### src/rtl/mem_port_arbiter.sv
// mem_port_arbiter: shares one single-ported memory between i-fetch and d load/store; define MEM_ARB_ROUND_ROBIN_EN for round-robin arbitration
module mem_port_arbiter #(
  parameter int AW = 32,
  parameter int DW = 32,
  parameter int READ_LATENCY = 1
) (
  input  logic          clk,
  input  logic          rst,
  input  logic          i_req,
  input  logic [AW-1:0] i_addr,
  output logic          i_rvalid,
  output logic [DW-1:0] i_rdata,
  input  logic          d_req,
  input  logic          d_we,
  input  logic [AW-1:0] d_addr,
  input  logic [DW-1:0] d_wdata,
  output logic          d_rvalid,
  output logic [DW-1:0] d_rdata,
  output logic          m_en,
  output logic          m_we,
  output logic [AW-1:0] m_addr,
  output logic [DW-1:0] m_wdata,
  input  logic [DW-1:0] m_rdata,
  output logic          busy,
  output logic          err_ovf
);
  typedef enum logic [1:0] {IDLE, ISSUE_I, ISSUE_D} state_t;
  state_t state, state_n;
  logic pend_i, pend_d, pd_we;
  logic [AW-1:0] pi_addr, pd_addr;
  logic [DW-1:0] pd_wdata;
  logic cand_i, cand_d, d_wins, gnt_i, gnt_d, ovf;
  logic [READ_LATENCY-1:0] tv, to;
  // an empty buffer lets a fresh request bypass straight into arbitration
  assign cand_i = pend_i | i_req;
  assign cand_d = pend_d | d_req;
`ifdef MEM_ARB_ROUND_ROBIN_EN
  logic last_d;
  assign d_wins = cand_d & (~cand_i | ~last_d);
  always_ff @(posedge clk)
    if (rst) last_d <= 1'b0;
    else if (gnt_d | gnt_i) last_d <= gnt_d;
`else
  assign d_wins = cand_d;
`endif
  always_comb begin
    state_n = d_wins ? ISSUE_D : cand_i ? ISSUE_I : IDLE;
  end
  assign gnt_i = state_n == ISSUE_I;
  assign gnt_d = state_n == ISSUE_D;
  assign ovf = (i_req & pend_i & ~gnt_i) | (d_req & pend_d & ~gnt_d);
  assign m_en = state != IDLE;
  assign busy = pend_i | pend_d | m_en | (|tv) | i_rvalid | d_rvalid;
  always_ff @(posedge clk) begin
    if (rst) begin
      state <= IDLE;
      pend_i <= 1'b0;
      pend_d <= 1'b0;
      pi_addr <= '0;
      pd_addr <= '0;
      pd_we <= 1'b0;
      pd_wdata <= '0;
      m_we <= 1'b0;
      m_addr <= '0;
      m_wdata <= '0;
      err_ovf <= 1'b0;
    end else begin
      state <= state_n;
      m_we <= gnt_d & (pend_d ? pd_we : d_we);
      m_addr <= gnt_d ? (pend_d ? pd_addr : d_addr) : gnt_i ? (pend_i ? pi_addr : i_addr) : '0;
      m_wdata <= gnt_d ? (pend_d ? pd_wdata : d_wdata) : '0;
      err_ovf <= err_ovf | ovf;
      pend_i <= (pend_i & ~gnt_i) | (i_req & (pend_i ? gnt_i : ~gnt_i));
      pend_d <= (pend_d & ~gnt_d) | (d_req & (pend_d ? gnt_d : ~gnt_d));
      if (i_req & (pend_i ? gnt_i : ~gnt_i)) pi_addr <= i_addr;
      if (d_req & (pend_d ? gnt_d : ~gnt_d)) begin
        pd_addr <= d_addr;
        pd_we <= d_we;
        pd_wdata <= d_wdata;
      end
    end
  end
  always_ff @(posedge clk) begin
    if (rst) begin
      tv <= '0;
      to <= '0;
      i_rvalid <= 1'b0;
      d_rvalid <= 1'b0;
      i_rdata <= '0;
      d_rdata <= '0;
    end else begin
      for (int k = READ_LATENCY - 1; k > 0; k--) begin
        tv[k] <= tv[k-1];
        to[k] <= to[k-1];
      end
      tv[0] <= m_en & ~m_we;
      to[0] <= state == ISSUE_D;
      i_rvalid <= tv[READ_LATENCY-1] & ~to[READ_LATENCY-1];
      d_rvalid <= tv[READ_LATENCY-1] & to[READ_LATENCY-1];
      if (tv[READ_LATENCY-1] & ~to[READ_LATENCY-1]) i_rdata <= m_rdata;
      if (tv[READ_LATENCY-1] & to[READ_LATENCY-1]) d_rdata <= m_rdata;
    end
  end
endmodule
### config.mk
export PLATFORM = sky130hd
export DESIGN_NAME = mem_port_arbiter
export DESIGN_NICKNAME = d
export VERILOG_FILES = /design/src/rtl/mem_port_arbiter.sv
export SDC_FILE = /design/constraint.sdc
export NUM_CORES = 1
export LEC_CHECK = 0
export CAP_MARGIN = 20
export CORE_MARGIN = 2
export CORE_UTILIZATION = 35
export CTS_BUF_LIST = sky130_fd_sc_hd__clkbuf_16
export CTS_CLUSTER_SIZE = 12
export DETAILED_ROUTE_END_ITERATION = 16
export GPL_ROUTABILITY_DRIVEN = 0
export PLACE_DENSITY = 0.65
export SYNTH_ARGS = -nofsm -noshare
export SYNTH_HDL_FRONTEND = slang
export SYNTH_SLANG_ARGS = --single-unit
### constraint.sdc
create_clock -name clk -period 1.89 [get_ports clk]
set_input_delay 0.189 -clock clk [delete_from_list [all_inputs] [get_ports clk]]
set_output_delay 0.189 -clock clk [all_outputs]
set_load 0.1 [all_outputs]
-- Word level (Yosys, flattened, before mapping)
Cells that the tools add are included.
- memories kept: 0
- latch bits: 0
- input port bits: 133
- bits in writable memories: 0
- bits in read-only memories: 0
- word-level logic and storage cells: 59
- register bits after elaboration: 235
- multiply operators: 0
- add/subtract/negate cells: 0
- shifts and indexed selects: 0
- bitwise gates (word level): 27
- div/mod/pow operators: 0
- mux-type cells: 10
- equal/unequal tests: 3
- reductions and logical operators: 2
- order comparisons: 0
- operator list (cell ; number):
    2-to-1 mux 32 bit ; 5
    bitwise AND 1 bit ; 12
    OR 1 bit ; 11
    equality test 2 bit, second input constant ; 2
    2-to-1 mux 1 bit ; 4
    inverter 1 bit ; 4
    equality test 2 x 1 -> 1 bit, second input constant ; 1
    2-to-1 mux 2 bit ; 1
    nonzero test 2 bit ; 1
    OR reduction 2 bit ; 1

-- Logic depth before layout (Yosys ltp)
Gate-level depths: netlist of run 1.
- depth in word-level cells: 8
- gate-level depth with buffers: 9
- mapped depth without buffers: 6

-- Worst setup path after synthesis of run 1
No wires, ideal clock.
- path type: register to output
- start point: register i_rvalid
- end point: output busy
- stages on the path, launching flop included: 3
- arrival: 1.850 ns
- buffers on the path: 0
- setup slack: -0.149 ns
- data required time: 1.701 ns
- cell sequence: dfxtp_1 -> or4_1 -> or3_1
- word-level cells in the longest chain between the ends: 2
- RTL lines (item ; RTL line ; RTL):
    from (decl) ; 11 ; output logic i_rvalid,
    from (signal assigned) ; 98 ; i_rvalid <= tv[READ_LATENCY-1] & ~to[READ_LATENCY-1];
    OR 1 bit (2 in series) ; 53 ; assign busy = pend_i | pend_d | m_en | (|tv) | i_rvalid | d_rvalid;
    to (decl) ; 24 ; output logic busy,
No other way between the ends.

-- Worst setup path in the final report of run 1
- start point: register pend_d
- end point: output busy
- word-level cells in the longest chain between the ends: 5
- RTL lines (item ; RTL line ; RTL):
    from (decl) ; 29 ; logic pend_i, pend_d, pd_we;
    from (signal assigned) ; 74 ; pend_d <= (pend_d & ~gnt_d) | (d_req & (pend_d ? gnt_d : ~gnt_d));
    OR 1 bit (5 in series) ; 53 ;
No other way between the ends.

==> summary.md, run 1 <==
| Metric | Value |
|---|---|
| Outcome | `complete, but fails checks` |
| Failing checks | `negative setup slack` |
| Post-layout util | `49.43%` |
| Worst-skew pair later-pin latency | `510 ps` |
| Synthesized area | `8521 um2` |
| Row count | `57` |
| Commonest non-fill, non-tap cells in the layout | `324 x nand2_1, 232 x dfxtp_1, 161 x a21oi_1` |
| Synth unique cells | `25` |
| Yosys warning count | `0` |
| Ant. Diodes | `0` |
| Antenna-violating nets left | `0` |
| Post-synth top area share | `a little under three fifths` |
| Post-synthesis compound-gate area fraction | `12.13%` |
| Via Count | `7370` |
| Register area share after synthesis | `roughly 55%` |
| Total GRT Usage | `around 18%` |
| Die ar. | `approximately 26000 um2` |
| Worst hold stages | `4` |
| #FFs+latches synth | `235` |
| Hold wc startpoint | `rst` |
| F_max | `469.3 MHz` |
| Main combinational cell family by area after synthesis | `simple AND/OR/NAND/NOR gates` |
| CTS tree | `done` |
| Max_cap viols | `0` |
| Worst Path Arrival | `1940 ps` |
| Area growth, synth to finish | `39.84%` |
| Pwr/cell area | `962.2 nW/um2` |
| Vias in the first global route | `6879` |
| Nets | `1356` |
| Startpoint class of the critical path | `register` |
| Worst min path class | `input port to register` |
| Final worst setup slack | `-240.8 ps` |
| Slew HR | `34.05%` |
| Fill cells | `~2300` |
| Synth Net Count | `1118` |
| DRT Pass-1 Iters | `6` |
| Synth area leaders | `dfxtp_1 55%, nand2_1 14%, mux2i_1 11%` |
| I/O Pins | `between 200 and 300` |
| Initial antenna violation count | `0` |
| VDD IR max | `approximately 620 uV` |
| CTS Root Cell | `clkbuf_16` |
| Least-Margin Pin Slew | `989.2 ps` |
| Design Power | `11.46 mW` |
| Final setup viols | `1` |
| Worst r2r dst | `pi_addr[18]` |
| Adder-Cell Fraction of Synth Area | `0.1468%` |
| Min-Delay Endpoint | `state[1]` |
| CP Capture Type | `output pin` |
| Starting Density | `35.35%` |
| Dpl ws | `between 60 and 70 ps` |
| Hpwl dp | `15.56 mm` |
| PortBufs | `between 200 and 300` |
| TritonCTS Sinks | `between 200 and 250` |
| Synth Area in Simple Gates | `16.81%` |
| CTS buffer count | `25` |
| Pins over their slew limit | `0` |
| WL/cell | `15.36 um` |
| Largest area contributor in the netlist | `dfxtp_1` |
| Synth Area per Inst | `about 8.7 um2` |
| CP Max Fanout | `3` |
| Vias per inst | `4.718` |
| DRC | `0` |
| Critical setup path kind | `register to output pin` |
| Cells after Synth | `984` |
| Fraction of layout cells with a size suffix above 1 | `15.75%` |
| Worst R2R Start | `pend_i` |
| H-tree depth | `1` |
| Post-CTS Hold Fix Bufs | `0` |
| Layout Skew | `10.73 ps` |
| Core ar. | `around 24000 um2` |
| First DRT Iteration DRCs | `398` |
| CTS clk-pin slew, worst paths | `60 ps` |
| Min Tclk post-route | `roughly 2100 ps` |
| Register-to-register setup slack | `200 ps` |
| Non-Filler Instances | `1562` |
| Overall routed net length | `~24 mm` |
| Synth Area in XOR/XNOR | `0%` |
| Total Neg Setup Slack | `-240.8 ps` |
| Die H | `between 150 and 200 um` |
| Largest net degree at the start of global routing | `168` |
| Die Span X | `~160 um` |
| First-pass GRT wire length | `roughly 38 mm` |
| Multiplexer share of the synthesized area | `11.40%` |
| Worst reg2reg path depth | `7` |
| Worst EP required | `1700 ps` |
| Hold Fails Final Rpt | `0` |
| Most common cell after layout, fill and taps aside | `nand2_1` |
| Cells after DPL | `roughly 1500` |
| Final period util | `112.7%` |
| Max Buffers Root-to-Sink | `3` |
| Leak Pwr | `4.472 nW` |
| Total global routing overflow | `0` |
| RSZ-0062 raised after global routing | `true` |
-- cells in the mapped netlist --
cell and instances:
buf_1 2, nor2b_1 1, nor3b_1 2, or3_1 1
buf_4 2, o22ai_1 32, nand2b_1 1, nor2_1 39
a21oi_1 161, o21ai_0 2, or4_1 1, or2_2 1
clkbuf_4 1, dfxtp_1 235, a32o_1 1, ha_1 1
and2_1 3, clkbuf_1 33, inv_1 3, mux2i_1 97
buf_6 1, buf_2 37, nand2_1 325, o211ai_1 1
clkbuf_2 1
-- worst max-delay path: stages (launching register included) --
cell and delay, ps:
dfxtp_4 360, or4_4 540, or3_4 350, buf_12 170
-- repair_timing --
| action | CTS | global route |
|---|---|---|
| gates resized for setup | 2 | 0 |
| buffers inserted | 0 | 0 |
| endpoints found under the setup margin | 1 | 1 |
-- cell families (layout without fill, tap and decap cells) --
family	after synthesis	after routing
simple gates	374	374
flops	235	235
compound gates	197	197
mux	97	97
buf+inv	80	334
fa+ha+maj	1	1
-- sequential cells by signal, indices dropped and copies added (netlist names), 2 cells and up --
name      cells
m_wdata      32
state         2
pi_addr      32
pd_wdata     32
i_rdata      32
pd_addr      32
d_rdata      32
m_addr       32
-- where the power goes --
group          leakage, nW  total (mW)  internal, mW  switching, mW
sequential            1.91        5.20          5.13         0.0739
combinational         2.18        2.01         0.630           1.38
clock                0.377        4.25          2.37           1.88
-- per-stage QoR --
| step | hold WS, ps | area [um2] |
|---|---|---|
| floorplan | 325.0 | 8523 |
| global placement | 400.3 | 11210 |
| detailed placement | 405.3 | 11210 |
| CTS | 83.31 | 11920 |
| global route | 93.65 | 11920 |
| finish | 100.9 | 11920 |
-- worst max-delay path by stage --
stage                   from  cells past startpoint  slack (ps)          end
floorplan           state[0]                      2          90         busy
global placement       d_req                      8         100  pi_addr[29]
detailed placement     d_req                      8          60  pi_addr[18]
CTS                   pend_d                      3        -270         busy
global route          pend_d                      3        -290         busy
finish                pend_d                      3        -240         busy
-- cell type report --
cell class | instances | area (um2) | share of cell area [%]
Sequential cell | 235 | 4711 | 39.54
Multi-Input combinational cell | 669 | 3476 | 29.17
Timing Repair Buffer | 288 | 2615 | 21.95
Clock buffer | 25 | 625.6 | 5.250
Tap cell | 324 | 405.4 | 3.402
Clock inverter | 18 | 71.32 | 0.5985
Inverter | 3 | 11.26 | 0.09451
-- routing by layer --
layer	global-route usage, %	share of wire [%]
met5	0	0
met4	4.955	2.1
met3	3.558	6.2
met2	30.17	48
met1	23.47	44
Power figures use the tool's default switching activity.
==> run 2, diff against run 1 <==
--- a/config.mk
+++ b/config.mk
@@ -5,6 +5,7 @@
 export SDC_FILE = /design/constraint.sdc
 export NUM_CORES = 1
 export LEC_CHECK = 0
+export ABC_AREA = 1
 export CAP_MARGIN = 20
 export CORE_MARGIN = 2
 export CORE_UTILIZATION = 35
@@ -12,7 +13,6 @@
 export CTS_CLUSTER_SIZE = 12
 export DETAILED_ROUTE_END_ITERATION = 16
 export GPL_ROUTABILITY_DRIVEN = 0
-export PLACE_DENSITY = 0.65
 export SYNTH_ARGS = -nofsm -noshare
 export SYNTH_HDL_FRONTEND = slang
 export SYNTH_SLANG_ARGS = --single-unit
==> run 2 against run 1 <==
The flow now finishes without violations. Critical path depth grew 2. Non-clock buffer count up 11. Die area rose by 5.7%. Register-to-register slack improved by 60 ps. Power rose by 10%. Combinational power rose by 19%. Highest routed layer unchanged.
==> summary.md, run 2 <==
| Metric | Value |
|---|---|
| Post-CTS Hold Fix Bufs | `0 (unchanged)` |
| Commonest non-fill, non-tap cells in the layout | `395 x nand2_1, 332 x nor2_1, 231 x dfxtp_1` |
| Total Neg Setup Slack | `0 ps (+240.8 ps)` |
| Synth unique cells | `17 (-32%)` |
| CTS buffer count | `27 (+8.0%)` |
| Nets | `1669 (+23%)` |
| Synth Area per Inst | `6.983 um2 (-19%)` |
| Synth Net Count | `1426 (+28%)` |
| Die ar. | `27080 um2 (+5.7%)` |
| Worst R2R Start | `pend_d` |
| Worst r2r dst | `pend_i` |
| Slew HR | `47.65% (+14 points)` |
| Yosys warning count | `0 (unchanged)` |
| Min Tclk post-route | `1810 ps (-320.4 ps)` |
| Worst hold stages | `3 (-1)` |
| Layout Skew | `8.640 ps (-2.085 ps)` |
| Synthesized area | `9022 um2 (+5.9%)` |
| Row count | `58 (+1.8%)` |
| Total GRT Usage | `19.77% (+1.8 points)` |
| #FFs+latches synth | `235 (unchanged)` |
| Leak Pwr | `5.948 nW (+33%)` |
| Cells after DPL | `1834 (+21%)` |
| Register-to-register setup slack | `260 ps (+60 ps)` |
| Hold Fails Final Rpt | `0 (unchanged)` |
| Pins over their slew limit | `0 (unchanged)` |
| TritonCTS Sinks | `235 (unchanged)` |
| Post-route cell area | `12610 um2 (+5.8%)` |
| Register area share after synthesis | `52.14% (-3.1 points)` |
| First DRT Iteration DRCs | `613 (+54%)` |
| Antenna-violating nets left | `0 (unchanged)` |
| Die Span X | `164.6 um (+2.8%)` |
| CTS Root Cell | `clkbuf_16` |
| First-pass GRT wire length | `42.79 mm (+14%)` |
| F_max | `552.4 MHz (+18%)` |
| Top cells by count, synth | `395 x nand2_1, 332 x nor2_1, 235 x dfxtp_1` |
| Largest net degree at the start of global routing | `101 (-40%)` |
| Design Power | `12.62 mW (+10%)` |
| DRC | `0 (unchanged)` |
| Pwr/cell area | `1000 nW/um2 (+4.0%)` |
| Largest area contributor in the netlist | `dfxtp_1` |
| Final setup viols | `0 (-1)` |
| Worst Path Arrival | `1620 ps (-320 ps)` |
| Cells after Synth | `1292 (+31%)` |
| Overall routed net length | `27.75 mm (+16%)` |
| Worst min path class | `input port to register` |
| Initial antenna violation count | `0 (unchanged)` |
| RSZ-0062 raised after global routing | `false` |
| Via Count | `8679 (+18%)` |
| Asr flop ratio synth | `0% (unchanged)` |
| PortBufs | `266 (unchanged)` |
| Total global routing overflow | `0 (unchanged)` |
| Final period util | `95.79% (-17 points)` |
| VDD IR max | `571.9 uV (-8.2%)` |
| Critical setup path kind | `register to output pin` |
| Max Buffers Root-to-Sink | `3 (unchanged)` |
| Startpoint class of the critical path | `register` |
| H-tree depth | `1 (unchanged)` |
| Non-Filler Instances | `1882 (+20%)` |
| Post-synth EDFFs | `0 (unchanged)` |
| Area growth, synth to finish | `39.79% (about the same)` |
| Most frequent cell after synthesis | `nand2_1` |
| DRT Pass-1 Iters | `6 (unchanged)` |
| Die H | `164.6 um (+2.8%)` |
| Hpwl dp | `17.59 mm (+13%)` |
| CTS tree | `done` |
| Vias in the first global route | `8152 (+19%)` |
| Worst reg2reg path depth | `10 (+3)` |
| WL/cell | `14.75 um (-4.0%)` |
| Worst EP required | `1700 ps (about the same)` |
| Max_cap viols | `0 (unchanged)` |
| CTS clk-pin slew, worst paths | `60 ps (about the same)` |
| Worst-skew pair later-pin latency | `520 ps (about the same)` |
| Placed Area | `11700 um2 (+4.4%)` |
| Starting Density | `35.73% (+0.38 points)` |
| Synth area leaders | `dfxtp_1 52%, nand2_1 16%, nor2_1 14%` |
| Min-Delay Endpoint | `pd_wdata[26]` |
| Outcome | `completed` |
| Ant. Diodes | `0 (unchanged)` |
| Core ar. | `25250 um2 (+4.8%)` |
| Post-synth top area share | `52.14% (-3.1 points)` |
| Vias per inst | `4.612 (-2.3%)` |
| Hold wc startpoint | `d_wdata[26]` |
| Post-layout util | `49.94% (+0.51 points)` |
| CP Max Fanout | `12 (+9)` |
| Main synth FF type | `dfxtp_1` |
| Least-Margin Pin Slew | `785.2 ps (-204.0 ps)` |
| Setup Fix Bufs, Post-CTS | `0 (unchanged)` |
| I/O Pins | `267 (unchanged)` |
| Most common cell after layout, fill and taps aside | `nand2_1` |
| CP Capture Type | `output pin` |
| Fraction of layout cells with a size suffix above 1 | `13.60% (-2.2 points)` |
==> run 2: cell count changes after synthesis, sizes merged, moves of 33 or more <==
cell / delta
nand2: +71
nor2: +295
o21ai: +159
inv: +41
a21oi: -161
mux2i: -97
nand3: +33
==> run 2: kinds of logic after synthesis <==
group                      share of synthesized area, %
and+or+nand+nor                                   32.46
DFF                                               52.14
adders and majority gates                        0.1387
AOI/OAI and AO/OA                                 8.931
buffers and inverters                             6.324
==> run 2: area by class of cell <==
cell class | instances | area, um2
Tap cell | 330 | 412.9
Timing Repair Buffer | 299 | 2736
Sequential cell | 235 | 4710
Clock buffer | 27 | 675.6
Fill cell | 2553 | 12640
Inverter | 44 | 170.2
Multi-Input combinational cell | 928 | 3752
Clock inverter | 19 | 155.1
==> run 2: repair_timing <==
item,4_1_cts,5_1_grt
cloned,2,0
endpoints found under the setup margin,1,1
gates resized for setup,2,2
==> run 2: critical path, stage by stage, from the launching register on <==
cell	delay (ps)
dfxtp_2	340
buf_6	150
inv_1	150
nand4_1	120
buf_4	170
buf_12	160
==> run 2: where the power goes <==
group	switching [mW]	internal [mW]
clock network	1.97	2.96
logic	1.69	0.709
registers	0.0983	5.18
==> run 2: worst max path at each step <==
stage,startpoint,end,slack [ps],cells past startpoint
global route,pend_i,busy,0.3,5
CTS,pend_i,busy,6,5
detailed placement,i_req,pi_addr[27],10,10
global placement,i_req,pi_addr[27],70,10
floorplan,pend_i,busy,40,4
finish,pend_i,busy,80,5
==> run 2: per-layer routing <==
layer | vias to the layer above | wire, um | GRT usage (%)
li1 | 4476 | - | -
met1 | 3921 | 12510 | 25.47
met2 | 256 | 12540 | 33.76
met3 | 26 | 2360 | 5.048
met4 | 0 | 344 | 3.597
met5 | - | 0 | 0
==> run 2: metrics by stage <==
step,setup slack (ps),hold WS (ps)
floorplan,42.93,320.3
global placement,66.68,398.0
detailed placement,12.34,419.7
CTS,5.542,286.5
global route,0.2803,326.5
finish,79.65,310.0
==> run 3, diff against run 2 <==
--- a/config.mk
+++ b/config.mk
@@ -13,6 +13,7 @@
 export CTS_CLUSTER_SIZE = 12
 export DETAILED_ROUTE_END_ITERATION = 16
 export GPL_ROUTABILITY_DRIVEN = 0
+export MAX_ROUTING_LAYER = met4
 export SYNTH_ARGS = -nofsm -noshare
 export SYNTH_HDL_FRONTEND = slang
 export SYNTH_SLANG_ARGS = --single-unit
==> run 3 against run 2 <==
Clock skew about the same. Sequential cell count unchanged. Sequential power about the same. Hold slack about the same. First-iteration DRC count decreased by 0.98%. Combinational power about the same. Largest cell class unchanged. Global-route usage increased by 0.59 points. Critical path type unchanged. Cell count unchanged. Non-clock buffer count unchanged. Utilization unchanged. Clock power about the same. Die area unchanged.
==> summary.md, run 3 (synthesis gave the netlist of run 2 again) <==
| Metric | Value |
|---|---|
| Outcome | `completed` |
| I/O Pins | `267 (unchanged)` |
| Die H | `164.6 um (unchanged)` |
| TritonCTS Sinks | `235 (unchanged)` |
| Slew HR | `48.43% (+0.78 points)` |
| H-tree depth | `1 (unchanged)` |
| Antenna-violating nets left | `0 (unchanged)` |
| WL/cell | `14.71 um (-0.27%)` |
| Fraction of layout cells with a size suffix above 1 | `13.60% (unchanged)` |
| Fill cells | `2553 (unchanged)` |
| Total Neg Setup Slack | `0 ps (unchanged)` |
| Slowest CP cell | `dfxtp_2` |
| Vias per inst | `4.601 (-0.23%)` |
| Nets | `1669 (unchanged)` |
| Hpwl dp | `17.59 mm (unchanged)` |
| CP Capture Type | `output pin` |
| PortBufs | `266 (unchanged)` |
| Least-Margin Pin Slew | `773.5 ps (-11.71 ps)` |
| Hold Fails Final Rpt | `0 (unchanged)` |
| Worst EP required | `1700 ps (about the same)` |
| Min Tclk post-route | `1808 ps (-2.041 ps)` |
| Final setup viols | `0 (unchanged)` |
| Die ar. | `27080 um2 (unchanged)` |
| Setup Fix Bufs, Post-CTS | `0 (unchanged)` |
| CTS tree | `done` |
| Initial antenna violation count | `0 (unchanged)` |
| Largest net degree at the start of global routing | `101 (unchanged)` |
| CP Max Fanout | `12 (unchanged)` |
| Worst-skew pair later-pin latency | `510 ps (about the same)` |
| Critical-path cell list | `buf_6 -> inv_1 -> nand4_1 -> buf_4 -> buf_12` |
| CTS clk-pin slew, worst paths | `60 ps (about the same)` |
| Leak Pwr | `5.948 nW (unchanged)` |
| Worst Path Arrival | `1620 ps (about the same)` |
| Max_cap viols | `0 (unchanged)` |
| Critical setup path kind | `register to output pin` |
| RSZ-0062 raised after global routing | `false` |
| Die Span X | `164.6 um (unchanged)` |
| Total global routing overflow | `0 (unchanged)` |
| Max incr delay on CP | `340 ps (about the same)` |
| Row count | `58 (unchanged)` |
| Max Buffers Root-to-Sink | `3 (unchanged)` |
| First DRT Iteration DRCs | `607 (-0.98%)` |
| Starting Density | `35.73% (unchanged)` |
| Worst min path class | `input port to register` |
| Pins over their slew limit | `0 (unchanged)` |
| First-pass GRT wire length | `42.82 mm (about the same)` |
| Area growth, synth to finish | `39.79% (unchanged)` |
| CTS buffer count | `27 (unchanged)` |
| F_max | `553.0 MHz (+0.11%)` |
| Core ar. | `25250 um2 (unchanged)` |
| Pwr/cell area | `1000 nW/um2 (about the same)` |
| VDD IR max | `573.1 uV (+0.21%)` |
| Storage cell area | `4710 um2 (unchanged)` |
| Vias in the first global route | `8149 (-0.037%)` |
| Final worst setup slack | `81.69 ps (+2.041 ps)` |
| Total GRT Usage | `20.36% (+0.59 points)` |
| Startpoint class of the critical path | `register` |
| Final period util | `95.68% (-0.11 points)` |
| Layout Skew | `8.276 ps (-0.3645 ps)` |
| Dpl ws | `12.34 ps (unchanged)` |
| Overall routed net length | `27.68 mm (-0.27%)` |
| Commonest non-fill, non-tap cells in the layout | `395 x nand2_1, 332 x nor2_1, 231 x dfxtp_1` |
| Via Count | `8659 (-0.23%)` |
| DRT Pass-1 Iters | `5 (-1)` |
| Most common cell after layout, fill and taps aside | `nand2_1` |
| Ant. Diodes | `0 (unchanged)` |
| CTS Root Cell | `clkbuf_16` |
| DRC | `0 (unchanged)` |
| Multi-input logic area | `3752 um2 (unchanged)` |
-- run 3: cell counts in the layout (fill, tap and decap cells not counted) --
No cell type changed its count.
-- run 3: area by class of cell --
cell class                      count  share of cell area (%)
Sequential cell                   235                   37.34
Multi-Input combinational cell    928                   29.75
Timing Repair Buffer              299                   21.70
Clock buffer                       27                   5.357
Tap cell                          330                   3.274
Inverter                           44                   1.349
Clock inverter                     19                   1.230
-- run 3: what timing repair did --
action	in CTS	in global routing
setup endpoints to repair	1	1
endpoints found under the hold margin	0	0
cloned	2	0
hold buffers	0	0
resized for setup	2	2
-- run 3: power breakdown --
part           internal [mW]  total (mW)  switching, mW
clock                   2.96        4.93           1.97
combinational          0.709        2.40           1.69
sequential              5.18        5.28         0.0986
total                   8.85        12.6           3.76
-- run 3: stage by stage --
step | power (mW) | hold WS [ps] | instance area, um2 | util (%) | std cells
global route | 13.14 | 326.6 | 12610 | 49.94 | 1882
floorplan | 6.996 | 320.3 | 9025 | - | 1292
detailed placement | 7.788 | 419.7 | 11700 | 46.33 | 1834
global placement | 7.776 | 398.0 | 11700 | 46.33 | 1834
finish | 12.61 | 309.8 | 12610 | 49.94 | 1882
CTS | 12.76 | 286.5 | 12610 | 49.93 | 1882
-- run 3: metal layers --
metal,routed length (um),global-route usage [%],share of wire [%],vias up
met4,312,3.597,1.1,0
met2,12540,33.91,45,251
li1,-,-,-,4471
met3,2333,4.721,8.4,24
met5,0,-,0,-
met1,12490,25.59,45,3913
-- run 3: critical path: cells and delay by family, from the launching register on --
kind	cells	cell delay [ps]
AND/OR/NAND/NOR	1	120
flip-flops	1	340
buffers and inverters	4	630
-- run 3: path summary, 6_finish.rpt --
check                 end  slack, ps        start  cells past startpoint
min          pd_wdata[26]        310  d_wdata[26]                      3
max reg2reg   pi_addr[27]        260       pend_d                     10
min reg2reg            to        420     state[0]                      1
max                  busy         80       pend_i                      5
